--- config.mk ---
export PLATFORM = sky130hd
export DESIGN_NAME = lpddr5_ca_decoder
export DESIGN_NICKNAME = d
export VERILOG_FILES = /design/src/rtl/lpddr5_cmd_pkg.sv /design/src/rtl/lpddr5_bank_tracker.sv /design/src/rtl/lpddr5_ca_decoder.sv
export SDC_FILE = /design/constraint.sdc
export NUM_CORES = 1
export LEC_CHECK = 0
export ABC_AREA = 1
export BUFFER_PORTS_ARGS = -buffer_cell sky130_fd_sc_hd__buf_2
export CORE_MARGIN = 2
export CORE_UTILIZATION = 60
export DETAILED_ROUTE_END_ITERATION = 8
export GPL_ROUTABILITY_DRIVEN = 0
export GPL_TIMING_DRIVEN = 0
export PLACE_DENSITY = 0.78
export SLEW_MARGIN = 15
export SYNTH_ARGS = -nofsm -noshare
export SYNTH_HDL_FRONTEND = slang
export SYNTH_SLANG_ARGS = --single-unit
--- constraint.sdc ---
create_clock -name ck_t -period 3.55 [get_ports ck_t]
set_input_delay 0.1775 -clock ck_t [delete_from_list [all_inputs] [get_ports ck_t]]
set_output_delay 0.1775 -clock ck_t [all_outputs]
set_load 0.1 [all_outputs]
--- src/rtl/lpddr5_cmd_pkg.sv ---
// -----------------------------------------------------------------------------
// lpddr5_cmd_pkg
// Shared types and constants for the LPDDR5 CA-bus command decoder.
//   - cmd_type_e : decoded command codes driven on cmd_type
//   - err_code_e : protocol error codes driven on err_code
//   - op_class_e : internal classification of one CA rise/fall pair
//   - decode_op  : maps ca_r onto op_class_e
// -----------------------------------------------------------------------------
package lpddr5_cmd_pkg;

    localparam int unsigned NUM_BANKS  = 16;
    localparam int unsigned BANK_W     = 4;
    localparam int unsigned ROW_W      = 14;
    localparam int unsigned ROW_HALF_W = 7;
    localparam int unsigned COL_W      = 6;
    localparam int unsigned CA_W       = 7;

    // Opcode field in the rising-edge CA phase.
    localparam int unsigned OP_MSB = 6;
    localparam int unsigned OP_LSB = 4;

    typedef enum logic [2:0] {
        CmdNone = 3'd0,
        CmdAct  = 3'd1,
        CmdRd   = 3'd2,
        CmdWr   = 3'd3,
        CmdPre  = 3'd4,
        CmdRef  = 3'd5
    } cmd_type_e;

    typedef enum logic [1:0] {
        ErrNone      = 2'd0,
        ErrIllegal   = 2'd1,
        ErrActSeq    = 2'd2,
        ErrBankState = 2'd3
    } err_code_e;

    typedef enum logic [2:0] {
        OpNop,
        OpAct1,
        OpAct2,
        OpWr,
        OpRd,
        OpPre,
        OpRef,
        OpIllegal
    } op_class_e;

    function automatic op_class_e decode_op(input logic [CA_W-1:0] ca);
        op_class_e op;
        op = OpIllegal;
        casez (ca[OP_MSB:OP_LSB])
            3'b11?:  op = OpAct1;
            3'b10?:  op = OpAct2;
            3'b011:  op = OpWr;
            3'b010:  op = OpRd;
            3'b001:  op = OpPre;
            default: begin
                // 000 group is sub-decoded by the low nibble.
                if (ca[3:0] == 4'b0000) begin
                    op = OpNop;
                end else if (ca[3:0] == 4'b0001) begin
                    op = OpRef;
                end else begin
                    op = OpIllegal;
                end
            end
        endcase
        return op;
    endfunction

endpackage

--- src/rtl/lpddr5_bank_tracker.sv ---
// -----------------------------------------------------------------------------
// lpddr5_bank_tracker
// Per-bank open/idle flags and open-row storage.
// Ports:
//   clk, reset           : clock, synchronous active-high reset
//   open_en/bank/row     : mark a bank open and remember its row
//   close_en/bank        : mark one bank idle
//   close_all            : mark every bank idle
//   lookup_bank          : bank to inspect (combinational read)
//   lookup_active/row    : state of lookup_bank
//   bank_active          : per-bank open flags
// Updates land on the clock edge, so new state is visible alongside the
// decoder's registered command pulse.
// -----------------------------------------------------------------------------
module lpddr5_bank_tracker
    import lpddr5_cmd_pkg::*;
(
    input  logic                 clk,
    input  logic                 reset,
    input  logic                 open_en,
    input  logic [BANK_W-1:0]    open_bank,
    input  logic [ROW_W-1:0]     open_row,
    input  logic                 close_en,
    input  logic [BANK_W-1:0]    close_bank,
    input  logic                 close_all,
    input  logic [BANK_W-1:0]    lookup_bank,
    output logic                 lookup_active,
    output logic [ROW_W-1:0]     lookup_row,
    output logic [NUM_BANKS-1:0] bank_active
);

    logic [NUM_BANKS-1:0] active_q, active_d;
    logic [ROW_W-1:0]     row_q [NUM_BANKS];

    always_comb begin
        active_d = active_q;
        if (close_all) begin
            active_d = '0;
        end else if (close_en) begin
            active_d[close_bank] = 1'b0;
        end
        if (open_en) begin
            active_d[open_bank] = 1'b1;
        end
    end

    always_ff @(posedge clk) begin
        if (reset) begin
            active_q <= '0;
            for (int i = 0; i < NUM_BANKS; i++) begin
                row_q[i] <= '0;
            end
        end else begin
            active_q <= active_d;
            if (open_en) begin
                row_q[open_bank] <= open_row;
            end
        end
    end

    assign lookup_active = active_q[lookup_bank];
    assign lookup_row    = row_q[lookup_bank];
    assign bank_active   = active_q;

endmodule

--- src/rtl/lpddr5_ca_decoder.sv ---
// -----------------------------------------------------------------------------
// lpddr5_ca_decoder
// Memory-side LPDDR5 CA-bus decoder. Reassembles ACT-1/ACT-2 pairs, checks
// bank state, and emits registered command and protocol-error pulses.
// Ports:
//   ck_t, reset    : CK (rising edge), synchronous active-high reset
//   cs             : chip select qualifying this cycle's CA phases
//   ca_r, ca_f     : CA captured on CK rising / falling edge
//   cmd_valid      : one-cycle decoded command pulse
//   cmd_type       : 1 ACT, 2 RD, 3 WR, 4 PRE, 5 REF
//   cmd_bank       : target bank
//   cmd_row        : ACT new row, RD/WR open row, else 0
//   cmd_col        : RD/WR column, else 0
//   cmd_all_bank   : PRE/REF all-bank flag
//   err_valid      : one-cycle protocol error pulse
//   err_code       : 1 ILLEGAL, 2 ACT_SEQ, 3 BANK_STATE
//   bank_active    : per-bank open flags
// Parameter ACT_TMO: cs-low cycles tolerated between ACT-1 and ACT-2.
// -----------------------------------------------------------------------------
module lpddr5_ca_decoder
    import lpddr5_cmd_pkg::*;
#(
    parameter int unsigned ACT_TMO = 8
) (
    input  logic                 ck_t,
    input  logic                 reset,
    input  logic                 cs,
    input  logic [CA_W-1:0]      ca_r,
    input  logic [CA_W-1:0]      ca_f,
    output logic                 cmd_valid,
    output logic [2:0]           cmd_type,
    output logic [BANK_W-1:0]    cmd_bank,
    output logic [ROW_W-1:0]     cmd_row,
    output logic [COL_W-1:0]     cmd_col,
    output logic                 cmd_all_bank,
    output logic                 err_valid,
    output logic [1:0]           err_code,
    output logic [NUM_BANKS-1:0] bank_active
);

    localparam logic [7:0] TMO_LIMIT = 8'(ACT_TMO);

    op_class_e           op;
    logic [BANK_W-1:0]   bank_r;
    logic [BANK_W-1:0]   bank_f;

    // ACT-1 pending state and inter-phase timeout.
    logic                  pend_q, pend_d;
    logic [BANK_W-1:0]     pend_bank_q, pend_bank_d;
    logic [ROW_HALF_W-1:0] pend_row_hi_q, pend_row_hi_d;
    logic [7:0]            tmo_cnt_q, tmo_cnt_d;

    // Next values for the registered outputs.
    logic              cmd_valid_d;
    cmd_type_e         cmd_type_d;
    logic [BANK_W-1:0] cmd_bank_d;
    logic [ROW_W-1:0]  cmd_row_d;
    logic [COL_W-1:0]  cmd_col_d;
    logic              cmd_all_bank_d;
    logic              err_valid_d;
    err_code_e         err_code_d;

    // Bank tracker interface.
    logic              trk_open_en;
    logic [BANK_W-1:0] trk_open_bank;
    logic [ROW_W-1:0]  trk_open_row;
    logic              trk_close_en;
    logic [BANK_W-1:0] trk_close_bank;
    logic              trk_close_all;
    logic [BANK_W-1:0] lookup_bank;
    logic              lookup_active;
    logic [ROW_W-1:0]  lookup_row;

    assign op     = decode_op(ca_r);
    assign bank_r = ca_r[BANK_W-1:0];
    assign bank_f = ca_f[BANK_W-1:0];

    // PRE and REF carry their bank in the falling phase; all others in rising.
    assign lookup_bank = ((op == OpPre) || (op == OpRef)) ? bank_f : bank_r;

    lpddr5_bank_tracker u_bank_tracker (
        .clk           (ck_t),
        .reset         (reset),
        .open_en       (trk_open_en),
        .open_bank     (trk_open_bank),
        .open_row      (trk_open_row),
        .close_en      (trk_close_en),
        .close_bank    (trk_close_bank),
        .close_all     (trk_close_all),
        .lookup_bank   (lookup_bank),
        .lookup_active (lookup_active),
        .lookup_row    (lookup_row),
        .bank_active   (bank_active)
    );

    always_comb begin
        pend_d         = pend_q;
        pend_bank_d    = pend_bank_q;
        pend_row_hi_d  = pend_row_hi_q;
        tmo_cnt_d      = tmo_cnt_q;

        cmd_valid_d    = 1'b0;
        cmd_type_d     = CmdNone;
        cmd_bank_d     = '0;
        cmd_row_d      = '0;
        cmd_col_d      = '0;
        cmd_all_bank_d = 1'b0;
        err_valid_d    = 1'b0;
        err_code_d     = ErrNone;

        trk_open_en    = 1'b0;
        trk_open_bank  = bank_r;
        trk_open_row   = {pend_row_hi_q, ca_f};
        trk_close_en   = 1'b0;
        trk_close_bank = bank_f;
        trk_close_all  = 1'b0;

        if (cs) begin
            // A pending ACT-1 is orphaned by any real command except ACT-2.
            // That error takes the single err_code slot; the new command is
            // still decoded and, if legal, still updates bank state.
            if (pend_q && (op != OpAct2) && (op != OpNop)) begin
                err_valid_d = 1'b1;
                err_code_d  = ErrActSeq;
                pend_d      = 1'b0;
            end

            case (op)
                OpAct1: begin
                    pend_d        = 1'b1;
                    pend_bank_d   = bank_r;
                    pend_row_hi_d = ca_f;
                    tmo_cnt_d     = '0;
                end
                OpAct2: begin
                    pend_d = 1'b0;
                    if (pend_q && (pend_bank_q == bank_r)) begin
                        if (lookup_active) begin
                            err_valid_d = 1'b1;
                            err_code_d  = ErrBankState;
                        end else begin
                            trk_open_en = 1'b1;
                            cmd_valid_d = 1'b1;
                            cmd_type_d  = CmdAct;
                            cmd_bank_d  = bank_r;
                            cmd_row_d   = {pend_row_hi_q, ca_f};
                        end
                    end else begin
                        err_valid_d = 1'b1;
                        err_code_d  = ErrActSeq;
                    end
                end
                OpRd, OpWr: begin
                    if (lookup_active) begin
                        cmd_valid_d = 1'b1;
                        cmd_type_d  = (op == OpRd) ? CmdRd : CmdWr;
                        cmd_bank_d  = bank_r;
                        cmd_row_d   = lookup_row;
                        cmd_col_d   = ca_f[COL_W-1:0];
                    end else if (!err_valid_d) begin
                        err_valid_d = 1'b1;
                        err_code_d  = ErrBankState;
                    end
                end
                OpPre: begin
                    // Precharging an idle bank is legal and still reported.
                    trk_close_en   = 1'b1;
                    trk_close_all  = ca_r[3];
                    cmd_valid_d    = 1'b1;
                    cmd_type_d     = CmdPre;
                    cmd_bank_d     = bank_f;
                    cmd_all_bank_d = ca_r[3];
                end
                OpRef: begin
                    if (ca_f[4] ? (bank_active == '0) : !lookup_active) begin
                        cmd_valid_d    = 1'b1;
                        cmd_type_d     = CmdRef;
                        cmd_bank_d     = bank_f;
                        cmd_all_bank_d = ca_f[4];
                    end else if (!err_valid_d) begin
                        err_valid_d = 1'b1;
                        err_code_d  = ErrBankState;
                    end
                end
                OpIllegal: begin
                    if (!err_valid_d) begin
                        err_valid_d = 1'b1;
                        err_code_d  = ErrIllegal;
                    end
                end
                default: begin
                    // NOP: no output, pending ACT-1 and its counter untouched.
                end
            endcase
        end else if (pend_q) begin
            tmo_cnt_d = tmo_cnt_q + 8'd1;
            if (tmo_cnt_d == TMO_LIMIT) begin
                err_valid_d = 1'b1;
                err_code_d  = ErrActSeq;
                pend_d      = 1'b0;
            end
        end
    end

    always_ff @(posedge ck_t) begin
        if (reset) begin
            pend_q        <= 1'b0;
            pend_bank_q   <= '0;
            pend_row_hi_q <= '0;
            tmo_cnt_q     <= '0;
            cmd_valid     <= 1'b0;
            cmd_type      <= '0;
            cmd_bank      <= '0;
            cmd_row       <= '0;
            cmd_col       <= '0;
            cmd_all_bank  <= 1'b0;
            err_valid     <= 1'b0;
            err_code      <= '0;
        end else begin
            pend_q        <= pend_d;
            pend_bank_q   <= pend_bank_d;
            pend_row_hi_q <= pend_row_hi_d;
            tmo_cnt_q     <= tmo_cnt_d;
            cmd_valid     <= cmd_valid_d;
            cmd_type      <= cmd_type_d;
            cmd_bank      <= cmd_bank_d;
            cmd_row       <= cmd_row_d;
            cmd_col       <= cmd_col_d;
            cmd_all_bank  <= cmd_all_bank_d;
            err_valid     <= err_valid_d;
            err_code      <= err_code_d;
        end
    end

endmodule

==> Yosys cells after proc, flatten, opt, wreduce, memory -nomap -nowiden <==
Memories as Yosys holds them, arrays and structs flattened.
Cells that the tools add are included.
{ "word_totals": {"ff_bits": 68, "ramBits": 224, "elab_cells": 140, "n_memories": 1, "input_bits": 17, "rom_bits": 0, "latchBits": 0} }
{ "memory_table": {"columns": ["memory", "words", "width", "read_ports", "rd_clocked_by_memory_dff", "write_ports", "line", "source"], "rows": [
  ["u_bank_tracker.row_q", 16, 14, 1, 0, 16, "lpddr5_bank_tracker.sv:33", "logic [ROW_W-1:0] row_q [NUM_BANKS];"]
]} }
{ "op_classes": {"n_eq_ne": 18, "bitwise": 6, "n_reduce_logical": 17, "order_cmp": 5, "mux": 79, "div": 0, "add_sub_neg": 1, "n_shift": 0, "multipliers": 0} }
{ "ops": {"columns": ["cell", "count"], "rows": [
  ["2-to-1 mux 14 bit", 4],
  ["2-to-1 mux 16 bit", 3],
  ["2-to-1 mux 1 bit", 38],
  ["case mux 14 bit (2 select lines)", 1],
  ["2-to-1 mux 4 bit", 6],
  ["2-to-1 mux 8 bit", 3],
  ["2-to-1 mux 2 bit", 11],
  ["bitwise AND 16 bit", 1],
  ["logical NOT 16 bit", 1],
  ["inverter 16 bit", 1],
  ["OR 16 bit", 1],
  ["case mux 4 bit (4 select lines)", 1],
  ["< comparator 4 x 5 -> 1 bit (second input constant)", 3],
  ["case mux 3 bit (5 select lines)", 1],
  ["OR reduction 14 bit", 1],
  ["equality test 3 x 2 -> 1 bit (second input constant)", 4],
  ["equality test 3 bit (second input constant)", 4],
  ["case mux 3 bit (4 select lines)", 1],
  ["adder 8 x 1 -> 8 bit (second input constant)", 1],
  ["demux 1 bit (select 4 bit)", 2],
  ["equality test 8 x 4 -> 1 bit (second input constant)", 1],
  [">= comparator 4 x 1 -> 1 bit (second input constant)", 2],
  ["case mux 1 bit (4 select lines)", 2],
  ["case mux 2 bit (4 select lines)", 1],
  ["20 further kinds", 32]
]} }

==> Depth between registers and ports, before layout <==
Gate-level depths: netlist of run 1.
{ "logic_depth": {"ltp_word": 18, "mapped_depth": 20, "ltp_nobuf": 19} }

==> Hierarchy <==
From an unflattened synthesis of run 1, not the netlist that was laid out.
{ "unflattened": {"cells_unflattened": 1653, "hier_area_um2": 13993.4} }
{ "by_module_without_submodules": {"columns": ["mod", "n_inst", "seq_area_each_um2", "cells_each", "area_per_inst_um2"], "rows": [
  ["lpddr5_bank_tracker", 1, 7046.8, 1329, 11547.3],
  ["lpddr5_ca_decoder", 1, 1041.0, 324, 2446.1]
]} }

==> Worst setup path after synthesis of run 1 <==
OpenSTA, ideal clock, no wires.
{ "synth_path": {"path_kind": "input to register", "start": "input ca_r[0]", "end": "memory u_bank_tracker.row_q[0][0] (enable)", "stages": 16, "slack_ns": 0.286, "arrival_time_ns": 2.860, "n_path_buf": 2, "setup_time_ns": 0.404, "cell_sequence": "buf_2 -> nand2_2 -> nor2_2 -> nand4_2 -> nand2_2 -> buf_6 -> nand2_2 -> nand2_4 -> nand2_1 -> nand3_1 -> nand3_1 -> nand3_2 -> nand2_4 -> nor2_8 -> nand2_2 -> o21ai_0"} }
{ "synth_lines": {"columns": ["item", "line", "source"], "rows": [
  ["start, declared", "lpddr5_ca_decoder.sv:28", "input logic [CA_W-1:0] ca_r,"],
  ["end, declared", "lpddr5_bank_tracker.sv:33", null]
]} }

==> flow_summary_export.csv, run 1 <==
group,metric,value,unit
setup_path,worstPathArrival,3.77,ns
detailed_routing,ant_nets,0,
logic_synthesis,synth-seq-cells,292,
die,coreArea,0.0212,mm²
logic_synthesis,synth_ff_type,"edfxtp_1",
setup_path,cp-start-kind,"input pin",
setup_path,critPathCaptureType,"flop",
die,num_rows,53,
setup_path,ff2ff_setup_slack,0.24,ns
global_routing,grt_max_degree,15,
setup_path,reg2reg_depth,11,
die,fp.dieW,152,µm
final_layout,drive_above_1_share,10.2,%
power,seqPwrFrac,50.4,%
final_layout,syn_to_final_growth,13.5,%
power,p_per_area,507,mW/mm²
power,total_leakage_power,5.80,nW
hold_path,hold_path.class,"input pin to flop",
sta,final-setup-viol-count,28,
global_routing,grt_overflow,0,
clock_tree,insertion_delay,0.56,ns
logic_synthesis,synth_warnings,0,
job,max_cap_viol_count,0,
sta,timing.final.hold_violations,0,
detailed_routing,drtIter0Drc,1709,
detailed_routing,routed_wl,39.4,mm
logic_synthesis,async_flop_share,0,%
clock_tree,clkSinkCount,292,
setup_path,path_max_fanout,14,
logic_synthesis,synth_edf_count,224,
hold_path,hold_depth,3,
power,p_switching,0.00190,W
run_status,violations,"setup timing",
setup_path,worstPathCellList,"buf_2, nor2_1, nand2_1, nand4_2, nand2_2, buf_6, o21ai_4, inv_1, nand3_2, nand2_4, nor2_8, nand2_2, nor3_2, nand2_1, buf_2, nand2_2",
detailed_routing,routedWlPerCell,21.5,µm
final_layout,layout_common_cells,"nand2_1, nor2_1, nand3_1",
global_routing,grt_pass1_wl,58.6,mm
die,ioPinCount,65,
logic_synthesis,syn_area,0.0131,mm²
sta,max_freq,280,MHz
final_layout,mostFrequentLayoutCell,"nand2_1",
power,p_clk_share,39.3,%
global_routing,grt_pass1_vias,10500,
clock_tree,htreeDepth,1,
placed_design,post-dp-hpwl,27.5,mm
logic_synthesis,ys_types,38,
setup_path,worst-setup-path-type,"input pin to flop",
logic_synthesis,syn_inst,1432,
clock_tree,cts_tree,"yes",
sta,fin_crit_sh,100,%
final_layout,n_antenna_cell,0,
logic_synthesis,synth.avg_cell_area,9.13,µm²
detailed_routing,viasPerCell,6.15,
setup_path,crit_slowest_cell,"nor3_2",
detailed_routing,drc,0,
global_routing,track_usage,34.6,%
sta,drv_slew,0,
final_layout,nets,1556,
power,p_int,0.00562,W
die,dieArea,0.0230,mm²
final_layout,register_area,0.00809,mm²
global_routing,antenna_found_initial,0,
hold_path,holdPathEnd,"cmd_type[0]",
clock_tree,clk_pin_slew_worst_paths,0.06,ns
die,fp.dieH,152,µm
clock_tree,numCtsBuffers,29,
power,comb_power_share,10.3,%
setup_path,reg2reg_to,"u_bank_tracker.row_q[15][5]",
sta,max_slew_margin,23.9,%
placed_design,placed_cells_incl_taps,1770,
power,vdd_ir_drop_max,350,µV
hold_path,holdCritStartpoint,"ca_r[5]",
power,swShare,25.3,%
placed_design,port_buffers,63,
run_status,outcome,"finished, violations left",
detailed_routing,firstDrtPassIters,7,
setup_path,crit_path_frequent_cell,"nand2_2",
setup_path,cp.required,3.75,ns
final_layout,n_fill_cell,1592,
die,initial_core_util,61.6,%
sta,whs,0.0261,ns
final_layout,multi_input_area,0.00442,mm²
final_layout,fin_cells,1835,
clock_tree,cts_buffer_depth,3,
setup_path,cpPeakStageDelay,0.35,ns
sta,setup_ws,-0.0170,ns
clock_tree,cts_root_buffer,"clkbuf_16",
sta,rsz0062_at_grt,"true",
logic_synthesis,synth_nets,1450,
clock_tree,cts_setup_buffers,0,
final_layout,final_util,69.9,%
sta,worstMarginPinSlew,1.13,ns
detailed_routing,via_count,11300,
logic_synthesis,synth_seq_area_share,61.9,%
setup_path,reg2reg_from,"pend_q",
sta,period_needed,3.57,ns
sta,fin_skew,0.0111,ns
final cells by class:
class	instances	share of cell area, %
Buffer	91	2.51
Timing Repair Buffer	75	2.93
Clock inverter	12	0.717
Inverter	75	1.90
Tap cell	275	2.32
Sequential cell	292	54.5
Clock buffer	41	5.33
Multi-Input combinational cell	974	29.8
repair_timing:
action | 4_1_cts | 5_1_grt
hold endpoints to repair | 12 | 0
gates cloned | 0 | 0
hold buffers | 12 | 0
gates resized for setup | 11 | 15
endpoints found under the setup margin | 146 | 196
how the worst max path moves through the flow:
stage	start	endpoint
after global placement	ca_r[3]	u_bank_tracker.row_q[0][10]
after detailed placement	ca_r[3]	u_bank_tracker.row_q[7][8]
final	ca_r[3]	u_bank_tracker.row_q[15][5]
after floorplan	ca_r[0]	u_bank_tracker.row_q[0][0]
after global routing	ca_r[1]	u_bank_tracker.row_q[13][4]
after CTS	ca_r[3]	u_bank_tracker.row_q[7][3]
flip-flops by register name, indices dropped and copies added (netlist names), 2 cells and up:
register	flops
u_bank_tracker.bank_active	16
cmd_bank	4
cmd_col	6
pend_bank_q	4
u_bank_tracker.row_q	224
tmo_cnt_q	8
err_code	2
cmd_row	14
pend_row_hi_q	7
cmd_type	3
per-stage QoR:
| stage | area (µm²) | setup slack [ns] | TNS [ns] | power, W |
|---|---|---|---|---|
| after floorplan | 13100 | 0.286 | 0 | 0.00432 |
| after global placement | 13700 | -0.943 | -118.40 | 0.00457 |
| after detailed placement | 13700 | -0.782 | -125.86 | 0.00459 |
| after CTS | 14800 | 0.00275 | 0 | 0.00747 |
| after global routing | 14800 | -0.0927 | -3.43 | 0.00769 |
| final | 14800 | -0.0170 | -0.314 | 0.00753 |
worst max-delay path, delay by kind of cell:
family          cells  cell delay (ns)
buf+inv             4             0.85
simple gates       11             2.42
compound gates      1             0.29
layer usage:
| metal | vias up | global-route usage [%] | wire length [µm] |
|---|---|---|---|
| li1 | 5041 | - | - |
| met1 | 5220 | 46.5 | 13900 |
| met2 | 864 | 53.1 | 17400 |
| met3 | 165 | 7.84 | 5650 |
| met4 | 0 | 17.8 | 2430 |
| met5 | - | 0 | 0 |
cell usage after synthesis (all sizes together), types with 4 or more instances:
cell type | n | area share (%)
o21ai | 22 | 0.87
clkinv | 4 | 0.11
o211ai | 13 | 0.75
a21oi | 41 | 1.6
buf | 27 | 1.0
clkbuf | 64 | 1.8
nor2 | 259 | 7.6
nor3 | 10 | 0.51
xor2 | 4 | 0.27
o22ai | 5 | 0.24
nand3 | 230 | 8.9
nand4 | 26 | 1.3
inv | 71 | 2.0
nand2 | 350 | 10
edfxtp | 224 | 51
dfxtp | 68 | 10
cells by family (layout without fill, tap and decap cells):
family,Yosys count,count (layout),synth area share (%)
XOR/XNOR,5,5,0.335
buffers and inverters,166,294,4.99
flip-flops,292,292,61.9
AO/OA/AOI/OAI,90,90,3.94
adder cells (fa/ha/maj),1,1,0.0957
AND/OR/NAND/NOR,878,878,28.8
power groups by stage:
stage | Clock, W | Sequential, W | Combinational, W
after floorplan | 0 | 0.00390 | 0.000421
after global placement | 0 | 0.00386 | 0.000707
after detailed placement | 0 | 0.00387 | 0.000718
after CTS | 0.00294 | 0.00379 | 0.000736
after global routing | 0.00307 | 0.00380 | 0.000815
final | 0.00296 | 0.00379 | 0.000775
No activity file was read; power rests on OpenSTA's default activity.
==> run 2, diff against run 1 <==
--- a/config.mk
+++ b/config.mk
@@ -7,12 +7,13 @@
 export LEC_CHECK = 0
 export ABC_AREA = 1
 export BUFFER_PORTS_ARGS = -buffer_cell sky130_fd_sc_hd__buf_2
+export CAP_MARGIN = 20
 export CORE_MARGIN = 2
-export CORE_UTILIZATION = 60
+export CORE_UTILIZATION = 61
 export DETAILED_ROUTE_END_ITERATION = 8
 export GPL_ROUTABILITY_DRIVEN = 0
 export GPL_TIMING_DRIVEN = 0
-export PLACE_DENSITY = 0.78
+export PLACE_DENSITY = 0.79
 export SLEW_MARGIN = 15
 export SYNTH_ARGS = -nofsm -noshare
 export SYNTH_HDL_FRONTEND = slang
==> constraint.sdc (replaced) <==
create_clock -name ck_t -period 3.3 [get_ports ck_t]
set_input_delay 0.165 -clock ck_t [delete_from_list [all_inputs] [get_ports ck_t]]
set_output_delay 0.165 -clock ck_t [all_outputs]
set_load 0.1 [all_outputs]
==> run 2 against run 1 <==
Cell count is 0.38% higher. The flow finishes with violations (capacitance limit, slew limit). Combinational power is 9.9% higher. Critical endpoint is now u_bank_tracker.row_q[3][12]. Flip-flop and latch count stayed put.
==> flow_summary_export.csv, run 2 (synthesized netlist as in run 1, its figures left out) <==
group,metric,value,unit
global_routing,antenna_found_initial,0,
power,comb_power_share,10.3,%
sta,max_slew_margin,-4.76,%
setup_path,reg2reg_depth,12,
clock_tree,clk_pin_slew_worst_paths,0.06,ns
detailed_routing,routedWlPerCell,21.9,µm
setup_path,path_max_fanout,14,
global_routing,grt_overflow,0,
final_layout,layout_common_cells,"nand2_1, nor2_1, nand3_1",
clock_tree,cts_buffer_depth,3,
power,p_clk_share,40.3,%
detailed_routing,ant_nets,0,
setup_path,crit_start,"reset",
final_layout,nets,1562,
global_routing,grt_pass1_vias,10600,
final_layout,syn_to_final_growth,15.5,%
clock_tree,htreeDepth,1,
clock_tree,clkSinkCount,292,
sta,setup_ws,0.0327,ns
die,fp.dieH,150,µm
final_layout,top_register,"u_bank_tracker.row_q",
placed_design,port_buffers,63,
setup_path,critPathCaptureType,"flop",
setup_path,worstPathCellList,"dlygate4sd3_1, buf_2, inv_1, clkbuf_1, clkbuf_1, nand2_1",
die,coreArea,0.0210,mm²
clock_tree,insertion_delay,0.58,ns
power,vdd_ir_drop_max,471,µV
sta,max_freq,306,MHz
setup_path,cp-start-kind,"input pin",
power,p_int,0.00614,W
sta,fin_crit_sh,99.0,%
placed_design,post-dp-hpwl,27.6,mm
final_layout,mostFrequentLayoutCell,"nand2_1",
setup_path,worst-setup-path-type,"input pin to flop",
die,num_rows,53,
sta,timing.final.hold_violations,0,
setup_path,crit_buf_inv,5,
setup_path,cp.required,3.42,ns
run_status,outcome,"finished, violations left",
power,p_switching,0.00213,W
global_routing,grt_pass1_wl,59.8,mm
die,initial_core_util,62.2,%
sta,final-setup-viol-count,0,
detailed_routing,routed_wl,40.4,mm
setup_path,crit_path_frequent_cell,"clkbuf_1",
clock_tree,numCtsBuffers,30,
run_status,violations,"capacitance limit, slew limit",
sta,whs,0.0415,ns
clock_tree,cts_root_buffer,"clkbuf_16",
setup_path,worst-path-stages,6,
global_routing,grt_max_degree,16,
final_layout,largest_reg_flops,224,
final_layout,drive_above_1_share,11.7,%
detailed_routing,firstDrtPassIters,9,
die,dieArea,0.0226,mm²
clock_tree,cts_tree,"yes",
sta,period_needed,3.27,ns
global_routing,track_usage,35.6,%
detailed_routing,drc,0,
sta,fin_skew,0.0225,ns
power,total_leakage_power,5.92,nW
die,ioPinCount,65,
detailed_routing,viasPerCell,6.23,
hold_path,hold_path.class,"input pin to flop",
power,seqPwrFrac,49.4,%
placed_design,pre_cts_ws,-1.03,ns
sta,worstMarginPinSlew,1.57,ns
setup_path,reg2reg_to,"u_bank_tracker.row_q[14][2]",
setup_path,crit_slowest_cell,"clkbuf_1",
die,fp.dieW,150,µm
setup_path,ff2ff_setup_slack,0.24,ns
power,swShare,25.7,%
final_layout,n_antenna_cell,0,
setup_path,crit_path_end,"u_bank_tracker.row_q[3][12]",
power,p_per_area,548,mW/mm²
job,max_cap_viol_count,1,
power,power.total,0.00827,W
setup_path,worstPathArrival,3.39,ns
detailed_routing,via_count,11500,
setup_path,cpPeakStageDelay,1.20,ns
sta,drv_slew,12,
setup_path,path_delay_family,"buffers and inverters",
setup_path,reg2reg_from,"pend_bank_q[0]",
detailed_routing,drtIter0Drc,2203,
sta,setup_tns,0,ns
## run 2: cell types whose count changed in the layout (fill, tap and decap cells not counted), sizes merged, moves of 2 or more
cell	change
clkinv	+2
buf	-6
bufinv	-2
clkbuf	+11
## run 2: power groups by stage
| stage | registers (W) | clock network (W) | logic, W |
|---|---|---|---|
| 6_report | 0.00408 | 0.00333 | 0.000852 |
| 3_3_place_gp | 0.00416 | 0 | 0.000759 |
| 3_5_place_dp | 0.00416 | 0 | 0.000778 |
| 2_1_floorplan | 0.00420 | 0 | 0.000452 |
| 5_1_grt | 0.00409 | 0.00344 | 0.000893 |
| 4_1_cts | 0.00408 | 0.00331 | 0.000802 |
## run 2: final cells by class
cell class              count  area [µm²]
flip-flops and latches    292        8090
fillers                  1478        5930
multi-input cells         975        4540
clock buffers              43         903
repair buffers             79         469
plain buffers              91         393
well taps                 275         344
inverters                  75         284
clock inverters            12        72.6
## run 2: layer usage
layer  global-route usage (%)  part of all wire, %
met5                        0                    0
met4                     17.4                  6.0
met3                     7.42                   13
met2                     54.8                   45
met1                     48.5                   36
## run 2: worst min-delay path, cell delays in order
cell and delay [ns]:
buf_2 0.13, inv_1 0.09, nand4_1 0.10, a21oi_1 0.06
## run 2: metrics by stage
stage	utilization (%)	cell area (µm²)	instances
2_1_floorplan	-	13100	1432
3_3_place_gp	65.3	13700	1770
3_5_place_dp	65.4	13700	1771
4_1_cts	71.0	14900	1839
5_1_grt	71.8	15100	1842
6_report	71.8	15100	1842
## run 2: timing repair
action | 4_1_cts | 5_1_grt
setup buffers | 0 | 1
pin swaps | 0 | 1
setup endpoints to repair | 196 | 217
gates resized for setup | 21 | 39
hold buffers | 13 | 0
endpoints found under the hold margin | 13 | 0
gates cloned | 0 | 1
## run 2: worst min path at each step
stage	from	end	slack, ns	cells after the start
finish	ca_r[6]	pend_q	0.04	4
global route	ca_r[1]	pend_bank_q[1]	0.08	3
CTS	ca_r[1]	u_bank_tracker.bank_active[3]	0.03	3
detailed placement	reset	err_code[1]	0.39	2
global placement	reset	err_code[1]	0.39	2
floorplan	reset	err_code[1]	0.23	1
==> run 3, diff against run 2 <==
--- a/config.mk
+++ b/config.mk
@@ -8,12 +8,15 @@
 export ABC_AREA = 1
 export BUFFER_PORTS_ARGS = -buffer_cell sky130_fd_sc_hd__buf_2
 export CAP_MARGIN = 20
+export CELL_PAD_IN_SITES_DETAIL_PLACEMENT = 1
+export CELL_PAD_IN_SITES_GLOBAL_PLACEMENT = 1
 export CORE_MARGIN = 2
-export CORE_UTILIZATION = 61
+export CORE_UTILIZATION = 48
 export DETAILED_ROUTE_END_ITERATION = 8
 export GPL_ROUTABILITY_DRIVEN = 0
 export GPL_TIMING_DRIVEN = 0
-export PLACE_DENSITY = 0.79
+export HOLD_SLACK_MARGIN = 0.05
+export PLACE_DENSITY_LB_ADDON = 0.1
 export SLEW_MARGIN = 15
 export SYNTH_ARGS = -nofsm -noshare
 export SYNTH_HDL_FRONTEND = slang
==> run 3 against run 2 <==
The flow now finishes without violations. Clock power increased by 8.1%. Via count about the same. Power increased by 3.7%.
==> flow_summary_export.csv, run 3 (synthesized netlist as in run 1, its figures left out) <==
group,metric,value,unit
final_layout,largest_reg_flops,224,
setup_path,crit_start,"ca_r[1]",
global_routing,grt_max_degree,17,
placed_design,pre_cts_ws,-1.23,ns
die,initial_core_util,48.6,%
job,max_cap_viol_count,0,
placed_design,port_buffers,63,
sta,drv_slew,0,
detailed_routing,firstDrtPassIters,5,
setup_path,cp-start-kind,"input pin",
global_routing,grt_overflow,0,
global_routing,track_usage,32.5,%
detailed_routing,drc,0,
final_layout,mostFrequentLayoutCell,"nand2_1",
sta,setup_tns,0,ns
run_status,outcome,"complete, no violations",
final_layout,nets,1568,
die,fp.dieW,169,µm
hold_path,holdPathEnd,"pend_bank_q[1]",
final_layout,drive_above_1_share,12.5,%
global_routing,antenna_found_initial,0,
hold_path,hold_depth,3,
power,p_int,0.00636,W
power,p_per_area,557,mW/mm²
power,swShare,25.8,%
die,ioPinCount,65,
sta,final-setup-viol-count,0,
detailed_routing,routedWlPerCell,24.3,µm
die,num_rows,60,
setup_path,critPathCaptureType,"flop",
hold_path,holdCritStartpoint,"ca_r[1]",
final_layout,syn_to_final_growth,17.7,%
setup_path,reg2reg_depth,12,
final_layout,top_register,"u_bank_tracker.row_q",
sta,period_needed,3.27,ns
global_routing,grt_pass1_wl,69.3,mm
global_routing,grt_pass1_vias,11600,
detailed_routing,ant_nets,0,
detailed_routing,routed_wl,46.6,mm
setup_path,ff2ff_setup_slack,0.33,ns
placed_design,post-dp-hpwl,33.1,mm
power,vdd_ir_drop_max,443,µV
detailed_routing,viasPerCell,5.99,
power,p_clk_share,42.0,%
final_layout,layout_common_cells,"nand2_1, nor2_1, nand3_1",
power,total_leakage_power,6.03,nW
clock_tree,cts_tree,"yes",
setup_path,worst-setup-path-type,"input pin to flop",
power,power.total,0.00858,W
power,comb_power_share,10.4,%
sta,worstMarginPinSlew,1.39,ns
sta,setup_ws,0.0297,ns
sta,timing.final.hold_violations,0,
hold_path,hold_path.class,"input pin to flop",
setup_path,path_max_fanout,10,
clock_tree,clkSinkCount,292,
sta,max_slew_margin,7.56,%
clock_tree,htreeDepth,1,
sta,fin_crit_sh,99.1,%
die,coreArea,0.0269,mm²
setup_path,worstPathArrival,3.75,ns
die,fp.dieH,169,µm
clock_tree,cts_buffer_depth,3,
power,seqPwrFrac,47.6,%
detailed_routing,drtIter0Drc,1143,
die,dieArea,0.0286,mm²
clock_tree,clk_pin_slew_worst_paths,0.06,ns
clock_tree,numCtsBuffers,31,
sta,max_freq,306,MHz
power,p_switching,0.00221,W
clock_tree,cts_root_buffer,"clkbuf_16",
clock_tree,insertion_delay,0.58,ns
setup_path,cp.required,3.78,ns
final_layout,n_antenna_cell,0,
setup_path,reg2reg_from,"pend_q",
setup_path,reg2reg_to,"u_bank_tracker.row_q[2][11]",
sta,fin_skew,0.00980,ns
detailed_routing,via_count,11500,
## run 3: cell count changes in the layout (fill, tap and decap cells not counted), sizes merged
cell         before  now
buf              83   90
nand2           351  350
bufinv            0    1
dlygate4sd3      13   16
clkinvlp          1    0
clkbuf          117  118
clkinv           15   12
inv              71   72
## run 3: layer usage
metal	vias to the layer above	GRT usage [%]	part of all wire, %
met4	0	13.2	4.4
met1	5703	44.0	40
met5	-	0	0
li1	5082	-	-
met2	559	54.0	47
met3	128	3.58	8.0
## run 3: power by group through the flow
stage | sequential (W) | clock (W) | combinational, W
2_1_floorplan | 0.00420 | 0 | 0.000452
3_3_place_gp | 0.00416 | 0 | 0.000802
3_5_place_dp | 0.00416 | 0 | 0.000822
4_1_cts | 0.00408 | 0.00359 | 0.000858
5_1_grt | 0.00409 | 0.00374 | 0.000944
6_report | 0.00408 | 0.00360 | 0.000893
## run 3: layout make-up
class | count | area (µm²)
plain buffers | 91 | 403
clock buffers | 48 | 978
clock inverters | 10 | 88.8
fillers | 3117 | 11500
inverters | 75 | 284
multi-input cells | 974 | 4590
flip-flops and latches | 292 | 8090
well taps | 341 | 427
repair buffers | 85 | 528
## run 3: stage by stage
stage / instances / utilization [%] / cell area, µm² / hold WS (ns)
2_1_floorplan: 1432 / - / 13100 / 0.234
3_3_place_gp: 1836 / 51.4 / 13800 / 0.387
3_5_place_dp: 1837 / 51.4 / 13800 / 0.392
4_1_cts: 1913 / 56.6 / 15200 / 0.0716
5_1_grt: 1916 / 57.2 / 15400 / 0.0546
6_report: 1916 / 57.2 / 15400 / 0.0726
## run 3: how the worst max path moves through the flow
stage | endpoint | slack [ns] | depth (start not counted)
2_1_floorplan | u_bank_tracker.row_q[0][0] | 0.05 | 16
3_3_place_gp | u_bank_tracker.row_q[0][10] | -1.22 | 13
3_5_place_dp | u_bank_tracker.row_q[7][9] | -1.23 | 16
4_1_cts | u_bank_tracker.row_q[1][8] | 0.003 | 19
5_1_grt | u_bank_tracker.row_q[2][10] | -0.02 | 21
6_report | cmd_row[8] | 0.03 | 15
## run 3: what timing repair did
action,4_1_cts,5_1_grt
endpoints found under the setup margin,201,296
resized for setup,37,43
hold endpoints to repair,16,0
buffers inserted,2,2
pin swaps,1,1
hold buffers,16,0
## run 3: worst max-delay path, stage by stage
cell	delay (ns)
buf_2	0.18
inv_4	0.16
nand2_2	0.10
nor2_2	0.22
nand4_2	0.23
nand2_2	0.15
buf_6	0.16
nand2_1	0.07
o21ai_1	0.21
clkbuf_1	0.60
buf_1	0.53
nand3_1	0.32
nand3_1	0.26
nand4_1	0.14
a21oi_1	0.23
